[config.mk]
export PLATFORM = sky130hd
export DESIGN_NAME = dispense_control
export DESIGN_NICKNAME = d
export VERILOG_FILES = /design/src/rtl/dispense_control.sv
export SDC_FILE = /design/constraint.sdc
export NUM_CORES = 1
export LEC_CHECK = 0
export ABC_AREA = 1
export BUFFER_PORTS_ARGS = -buffer_cell sky130_fd_sc_hd__buf_2
export CORE_MARGIN = 8
export CORE_UTILIZATION = 37
export CTS_BUF_LIST = sky130_fd_sc_hd__clkbuf_8
export DETAILED_ROUTE_END_ITERATION = 8
export HOLD_SLACK_MARGIN = 0.1
export PLACE_DENSITY_LB_ADDON = 0.05
export SLEW_MARGIN = 20
export SYNTH_ARGS = -nofsm -noshare
export SYNTH_HDL_FRONTEND = slang
export SYNTH_SLANG_ARGS = --single-unit
[constraint.sdc]
create_clock -name clk -period 1.6 [get_ports clk]
set_input_delay 0.16 -clock clk [delete_from_list [all_inputs] [get_ports clk]]
set_output_delay 0.16 -clock clk [all_outputs]
set_load 0.01 [all_outputs]
[src/rtl/dispense_control.sv]
// Feeder dispense controller: latches a BCD limit on enable rise, runs the motor and counts food pulses.
// Optional jam-retry (one reverse pulse before declaring a jam) is built when JAM_RETRY_EN is defined.
module dispense_control #(
    parameter int TMO_W      = 26,
    parameter int TMO_CYCLES = 50_000_000
`ifdef JAM_RETRY_EN
    ,
    parameter int REV_CYCLES = 25_000_000
`endif
) (
    input  logic       clk,
    input  logic       reset,
    input  logic       enable,
    input  logic [7:0] limite,
    input  logic       food_pulse,
    output logic       motor,
    output logic       motor_rev,
    output logic       busy,
    output logic       done,
    output logic       jam,
    output logic [7:0] count
);

    localparam logic [TMO_W-1:0] TMO_MAX = TMO_W'(TMO_CYCLES - 1);
`ifdef JAM_RETRY_EN
    localparam logic [TMO_W-1:0] REV_MAX = TMO_W'(REV_CYCLES - 1);
`endif

    typedef enum logic [2:0] {
        ST_IDLE,
        ST_RUN,
        ST_DONE,
        ST_JAM
`ifdef JAM_RETRY_EN
        ,
        ST_REV
`endif
    } state_t;

    state_t           state_q, state_d;
    logic [7:0]       limit_q, limit_d;
    logic [7:0]       count_q, count_d;
    logic [TMO_W-1:0] tmo_q, tmo_d;
    logic             sync1_q, sync1_d;
    logic             sync2_q, sync2_d;
    logic             sync3_q, sync3_d;
    logic             enable_q, enable_d;
    logic             enable_low_seen_q, enable_low_seen_d;
`ifdef JAM_RETRY_EN
    logic [TMO_W-1:0] rev_q, rev_d;
    logic             retried_q, retried_d;
`endif

    logic       pulse;
    logic       start;
    logic       tmo_expired;
    logic       bad_digit;
    logic [7:0] count_inc;

    function automatic logic [7:0] bcd_inc(input logic [7:0] v);
        logic [7:0] r;
        if (v[3:0] == 4'd9) begin
            r = {v[7:4] + 4'd1, 4'd0};
        end else begin
            r = {v[7:4], v[3:0] + 4'd1};
        end
        return r;
    endfunction

    always_ff @(posedge clk) begin
        if (reset) begin
            state_q           <= ST_IDLE;
            limit_q           <= 8'h00;
            count_q           <= 8'h00;
            tmo_q             <= '0;
            sync1_q           <= 1'b0;
            sync2_q           <= 1'b0;
            sync3_q           <= 1'b0;
            enable_q          <= 1'b0;
            enable_low_seen_q <= 1'b0;
`ifdef JAM_RETRY_EN
            rev_q             <= '0;
            retried_q         <= 1'b0;
`endif
        end else begin
            state_q           <= state_d;
            limit_q           <= limit_d;
            count_q           <= count_d;
            tmo_q             <= tmo_d;
            sync1_q           <= sync1_d;
            sync2_q           <= sync2_d;
            sync3_q           <= sync3_d;
            enable_q          <= enable_d;
            enable_low_seen_q <= enable_low_seen_d;
`ifdef JAM_RETRY_EN
            rev_q             <= rev_d;
            retried_q         <= retried_d;
`endif
        end
    end

    // A start also needs enable to have been seen low since reset, so a reset
    // while enable is still high never relaunches the run.
    always_comb begin
        sync1_d           = food_pulse;
        sync2_d           = sync1_q;
        sync3_d           = sync2_q;
        enable_d          = enable;
        enable_low_seen_d = enable_low_seen_q | ~enable;
        pulse             = sync2_q & ~sync3_q;
        start             = enable & ~enable_q & enable_low_seen_q;
        tmo_expired       = (tmo_q == TMO_MAX);
        bad_digit         = (limite[7:4] > 4'd9) || (limite[3:0] > 4'd9);
        count_inc         = bcd_inc(count_q);
    end

    always_comb begin
        state_d   = state_q;
        limit_d   = limit_q;
        count_d   = count_q;
        tmo_d     = tmo_q;
`ifdef JAM_RETRY_EN
        rev_d     = rev_q;
        retried_d = retried_q;
`endif
        case (state_q)
            ST_IDLE: begin
                if (start) begin
                    limit_d = limite;
                    count_d = 8'h00;
                    tmo_d   = '0;
`ifdef JAM_RETRY_EN
                    retried_d = 1'b0;
`endif
                    if (bad_digit) begin
                        state_d = ST_JAM;
                    end else if (limite == 8'h00) begin
                        state_d = ST_DONE;
                    end else begin
                        state_d = ST_RUN;
                    end
                end
            end
            // Priority: abort, then pulse (which beats a same-cycle timeout), then timeout.
            ST_RUN: begin
                if (!enable) begin
                    state_d = ST_IDLE;
                end else if (pulse) begin
                    count_d = count_inc;
                    tmo_d   = '0;
                    if (count_inc == limit_q) begin
                        state_d = ST_DONE;
                    end
                end else if (tmo_expired) begin
`ifdef JAM_RETRY_EN
                    if (!retried_q) begin
                        state_d   = ST_REV;
                        rev_d     = '0;
                        retried_d = 1'b1;
                    end else begin
                        state_d = ST_JAM;
                    end
`else
                    state_d = ST_JAM;
`endif
                end else begin
                    tmo_d = tmo_q + TMO_W'(1);
                end
            end
`ifdef JAM_RETRY_EN
            ST_REV: begin
                if (!enable) begin
                    state_d = ST_IDLE;
                end else if (rev_q == REV_MAX) begin
                    state_d = ST_RUN;
                    tmo_d   = '0;
                end else begin
                    rev_d = rev_q + TMO_W'(1);
                end
            end
`endif
            ST_DONE, ST_JAM: begin
                if (!enable) begin
                    state_d = ST_IDLE;
                end
            end
            default: begin
                state_d = ST_IDLE;
            end
        endcase
    end

    always_comb begin
        motor = (state_q == ST_RUN);
        done  = (state_q == ST_DONE);
        jam   = (state_q == ST_JAM);
        count = count_q;
`ifdef JAM_RETRY_EN
        motor_rev = (state_q == ST_REV);
        busy      = (state_q == ST_RUN) || (state_q == ST_REV);
`else
        motor_rev = 1'b0;
        busy      = (state_q == ST_RUN);
`endif
    end

endmodule

==> impl_metrics.py <==
metrics = {
    "global_route": {
        "antenna_found_initial": 0,
        "grt_pass1_wl_um": 14000,
        "grt_pass1_vias": 3048,
        "overflow": 0,
        "grt_max_degree": 19,
        "grt_use_total": 0.154,
    },
    "clock_network": {
        "htree_levels": 2,
        "cts_buffer_depth": 2,
        "clkLatencyLatePin_ns": 0.31,
        "cts_num_sinks": 49,
        "cts_tree": "built",
        "cts_buffers": 5,
        "root_buffer": "clkbuf_8",
        "clk_pin_slew_worst_paths_ns": 0.10,
    },
    "detailed_routing": {
        "wl_per_cell_um": 13.1,
        "route.detailed.drc": 0,
        "wirelength_um": 8700,
        "vias_per_cell": 4.81,
        "vias": 3185,
        "drt_iter0_drc": 117,
        "postRouteAntennaNets": 0,
        "first_pass_iters": 4,
    },
    "yosys": {
        "synth_flop_cell": "dfxtp_1",
        "synth_cells": 453,
        "yosysWarnings": 0,
        "ys_seq_area_frac": 0.340,
        "syn-mean-instance-area_sq_um": 6.37,
        "async_reset_ff_frac": 0,
        "synth_nets": 467,
        "synth_edf_count": 0,
        "synth_area_sq_mm": 0.00288,
        "netlist-cell-type-count": 35,
        "synth_seq_cells": 49,
    },
    "worst_hold_path": {
        "worstHoldEndpoint": "limit_q[2]",
        "hold_depth": 3,
        "hp-class": "input pin to flip-flop",
        "hold_start": "limite[2]",
    },
    "cells_and_area": {
        "fillers": 783,
        "nNetsFinal": 573,
        "drive_gt1_frac": 0.402,
        "stdcell_count": 662,
        "fin_area_sq_mm": 0.00425,
        "num_antenna_cells": 0,
        "area_growth_pct": 47.5,
    },
    "sta": {
        "setup_viol_count_final": 18,
        "finalHoldViolations": 0,
        "worst_slack_ns": -0.0662,
        "clock_skew_ns": 0.0105,
        "max_freq_mhz": 600,
        "fin_crit_sh": 1.04,
        "fin_crit_ns": 1.67,
        "rsz0062_at_grt": "true",
        "maxSlewViolCount": 0,
    },
    "floorplan": {
        "initial_core_util": 0.377,
        "dieArea_sq_mm": 0.0109,
        "die_w_um": 104,
        "rows": 32,
        "fp.dieH_um": 104,
        "num_io_pins": 25,
        "coreArea_sq_mm": 0.00765,
    },
    "power": {
        "leakage_nw": 1.85,
        "p_sw_mw": 1.41,
        "intPower_mw": 2.44,
        "p_seq_frac": 0.366,
        "power_density_mw_per_mm2": 905,
        "p_clk_frac": 0.245,
        "combPwrFrac": 0.389,
        "switching_share": 0.366,
        "ir_worst_vdd_mv": 0.603,
        "power_mw": 3.85,
    },
    "worst_setup_path": {
        "crit_fanout": 8,
        "critPathKind": "flip-flop to flip-flop",
        "endpoint_kind": "flip-flop",
        "timing.rr.end": "tmo_q[16]",
        "reg2regPathDepth": 8,
        "reg2reg_from": "tmo_q[16]",
        "critPathLaunchType": "flip-flop",
        "r2r_slack_ns": -0.07,
        "cp.arrival_ns": 1.90,
        "worstPathRequired_ns": 1.84,
    },
    "place": {
        "place_inst": 643,
        "placed_area_sq_mm": 0.00363,
        "dp_hpwl_um": 6250,
        "place_congestion": 0.882,
        "portBuffers": 23,
    },
    "run_status": {
        "failed_checks": "setup timing",
        "status": "finished, violations left",
    },
    "job": {
        "maxCapViolations": 0,
    },
}
## worst max-delay path, stage by stage, from the launching register on
cell and delay, ns:
dfxtp_2 0.33, nor2_2 0.10, nand3_2 0.10, nor3_4 0.25, nand3_2 0.17, o21ai_4 0.26
buf_6 0.19, nand2_2 0.07, a21oi_2 0.12
## logic make-up after synthesis
family / count (synthesis) / synth area share
flip-flops: 49 / 0.340
AND/OR/NAND/NOR: 266 / 0.418
AO/OA/AOI/OAI: 57 / 0.104
XOR/XNOR: 8 / 0.0243
other: 1 / 0.00130
adder cells (fa/ha/maj): 2 / 0.00868
buffers and inverters: 70 / 0.104
## flip-flops by register name (all words and copies together), names as in the netlist
name	count
enable_q	1
count	8
sync2_q	1
state_q	2
tmo_q	26
sync1_q	1
sync3_q	1
limit_q	8
enable_low_seen_q	1
## metrics by stage
stage                     setup TNS, ns  hold WS [ns]   util  setup WS (ns)
final                            -0.555         0.119  0.556        -0.0662
after global routing              -4.02         0.143  0.556         -0.207
after CTS                         -1.04         0.112  0.511        -0.0793
after detailed placement          -2.65         0.373  0.475         -0.196
after global placement            -2.23         0.363  0.475         -0.174
after floorplan                       0         0.256      -        0.00677
## synth_stat cells, types with 3 or more instances
cell / number / area share
a21o_1: 3 / 0.0078
a21oi_1: 33 / 0.057
buf_4: 5 / 0.013
clkbuf_1: 4 / 0.0052
dfxtp_1: 49 / 0.34
inv_1: 51 / 0.066
inv_2: 7 / 0.0091
nand2_1: 118 / 0.15
nand3_1: 39 / 0.068
nand4_1: 12 / 0.026
nor2_1: 61 / 0.079
nor2_2: 6 / 0.013
nor3_1: 14 / 0.024
o21ai_0: 16 / 0.028
o21ai_1: 3 / 0.0052
xor2_1: 7 / 0.021
## power by group through the flow
stage	clock [mW]	sequential, mW	combinational [mW]
floorplan	0	1.41	0.771
global route	1.03	1.42	1.64
global placement	0	1.39	1.27
finish	0.944	1.41	1.50
CTS	0.978	1.39	1.32
detailed placement	0	1.40	1.27
## timing repair
item,CTS,global route
buffers inserted,4,5
pin swaps,24,42
resized for setup,35,87
hold endpoints to repair,2,0
setup endpoints to repair,25,28
hold buffers,2,0
## layout make-up
type	count	area [sq um]	area share
clock inverter	2	33.8	0.00794
tap	102	128	0.0300
timing repair buffer	110	820	0.193
sequential	49	1010	0.237
multi-input combinational	334	1950	0.459
inverter	59	226	0.0532
clock buffer	6	82.6	0.0194
## per-layer routing
| layer | wire [um] | global-route usage | part of all wire | up-vias |
|---|---|---|---|---|
| met5 | 0 | 0 | 0 | - |
| met4 | 165 | 0.0496 | 0.019 | 0 |
| met3 | 227 | 0.0279 | 0.026 | 14 |
| met2 | 4420 | 0.274 | 0.51 | 48 |
| met1 | 3880 | 0.180 | 0.45 | 1461 |
| li1 | - | - | - | 1662 |
## placed cells by master (no fill, tap or decap), types with 2 or more instances in the layout
cell type      instances
ha_4                   2
buf_6                  7
nor2_1                50
buf_4                 76
a21o_1                 3
a21oi_2                9
dfxtp_1               32
nand3_2               11
inv_1                 48
nand3b_1               2
xor2_1                 6
clkbuf_8               6
nor3_2                 4
buf_2                 23
o21ai_2                3
nand2_2               16
dfxtp_2               14
o21ai_0               12
nor2_4                 8
dfxtp_4                3
dlygate4sd3_1          2
nor2_8                 2
nand2_1               98
nor2_2                10
inv_2                 10
a21oi_1               24
nor3_4                 2
nand3_1               27
nor3_1                 8
nand4_1               12
o21ai_1                4
nand3_4                2
nand2_4                8
inv_4                  2
## worst max-delay path by stage
| stage | from | endpoint | slack (ns) | cells after the start |
|---|---|---|---|---|
| 2_1_floorplan | tmo_q[0] | tmo_q[22] | 0.007 | 12 |
| 3_3_place_gp | tmo_q[0] | tmo_q[13] | -0.17 | 10 |
| 3_5_place_dp | tmo_q[0] | tmo_q[13] | -0.20 | 10 |
| 4_1_cts | tmo_q[1] | tmo_q[9] | -0.08 | 11 |
| 5_1_grt | tmo_q[1] | tmo_q[17] | -0.21 | 10 |
| 6_report | tmo_q[16] | tmo_q[16] | -0.07 | 8 |
Power figures use the tool's default switching activity.
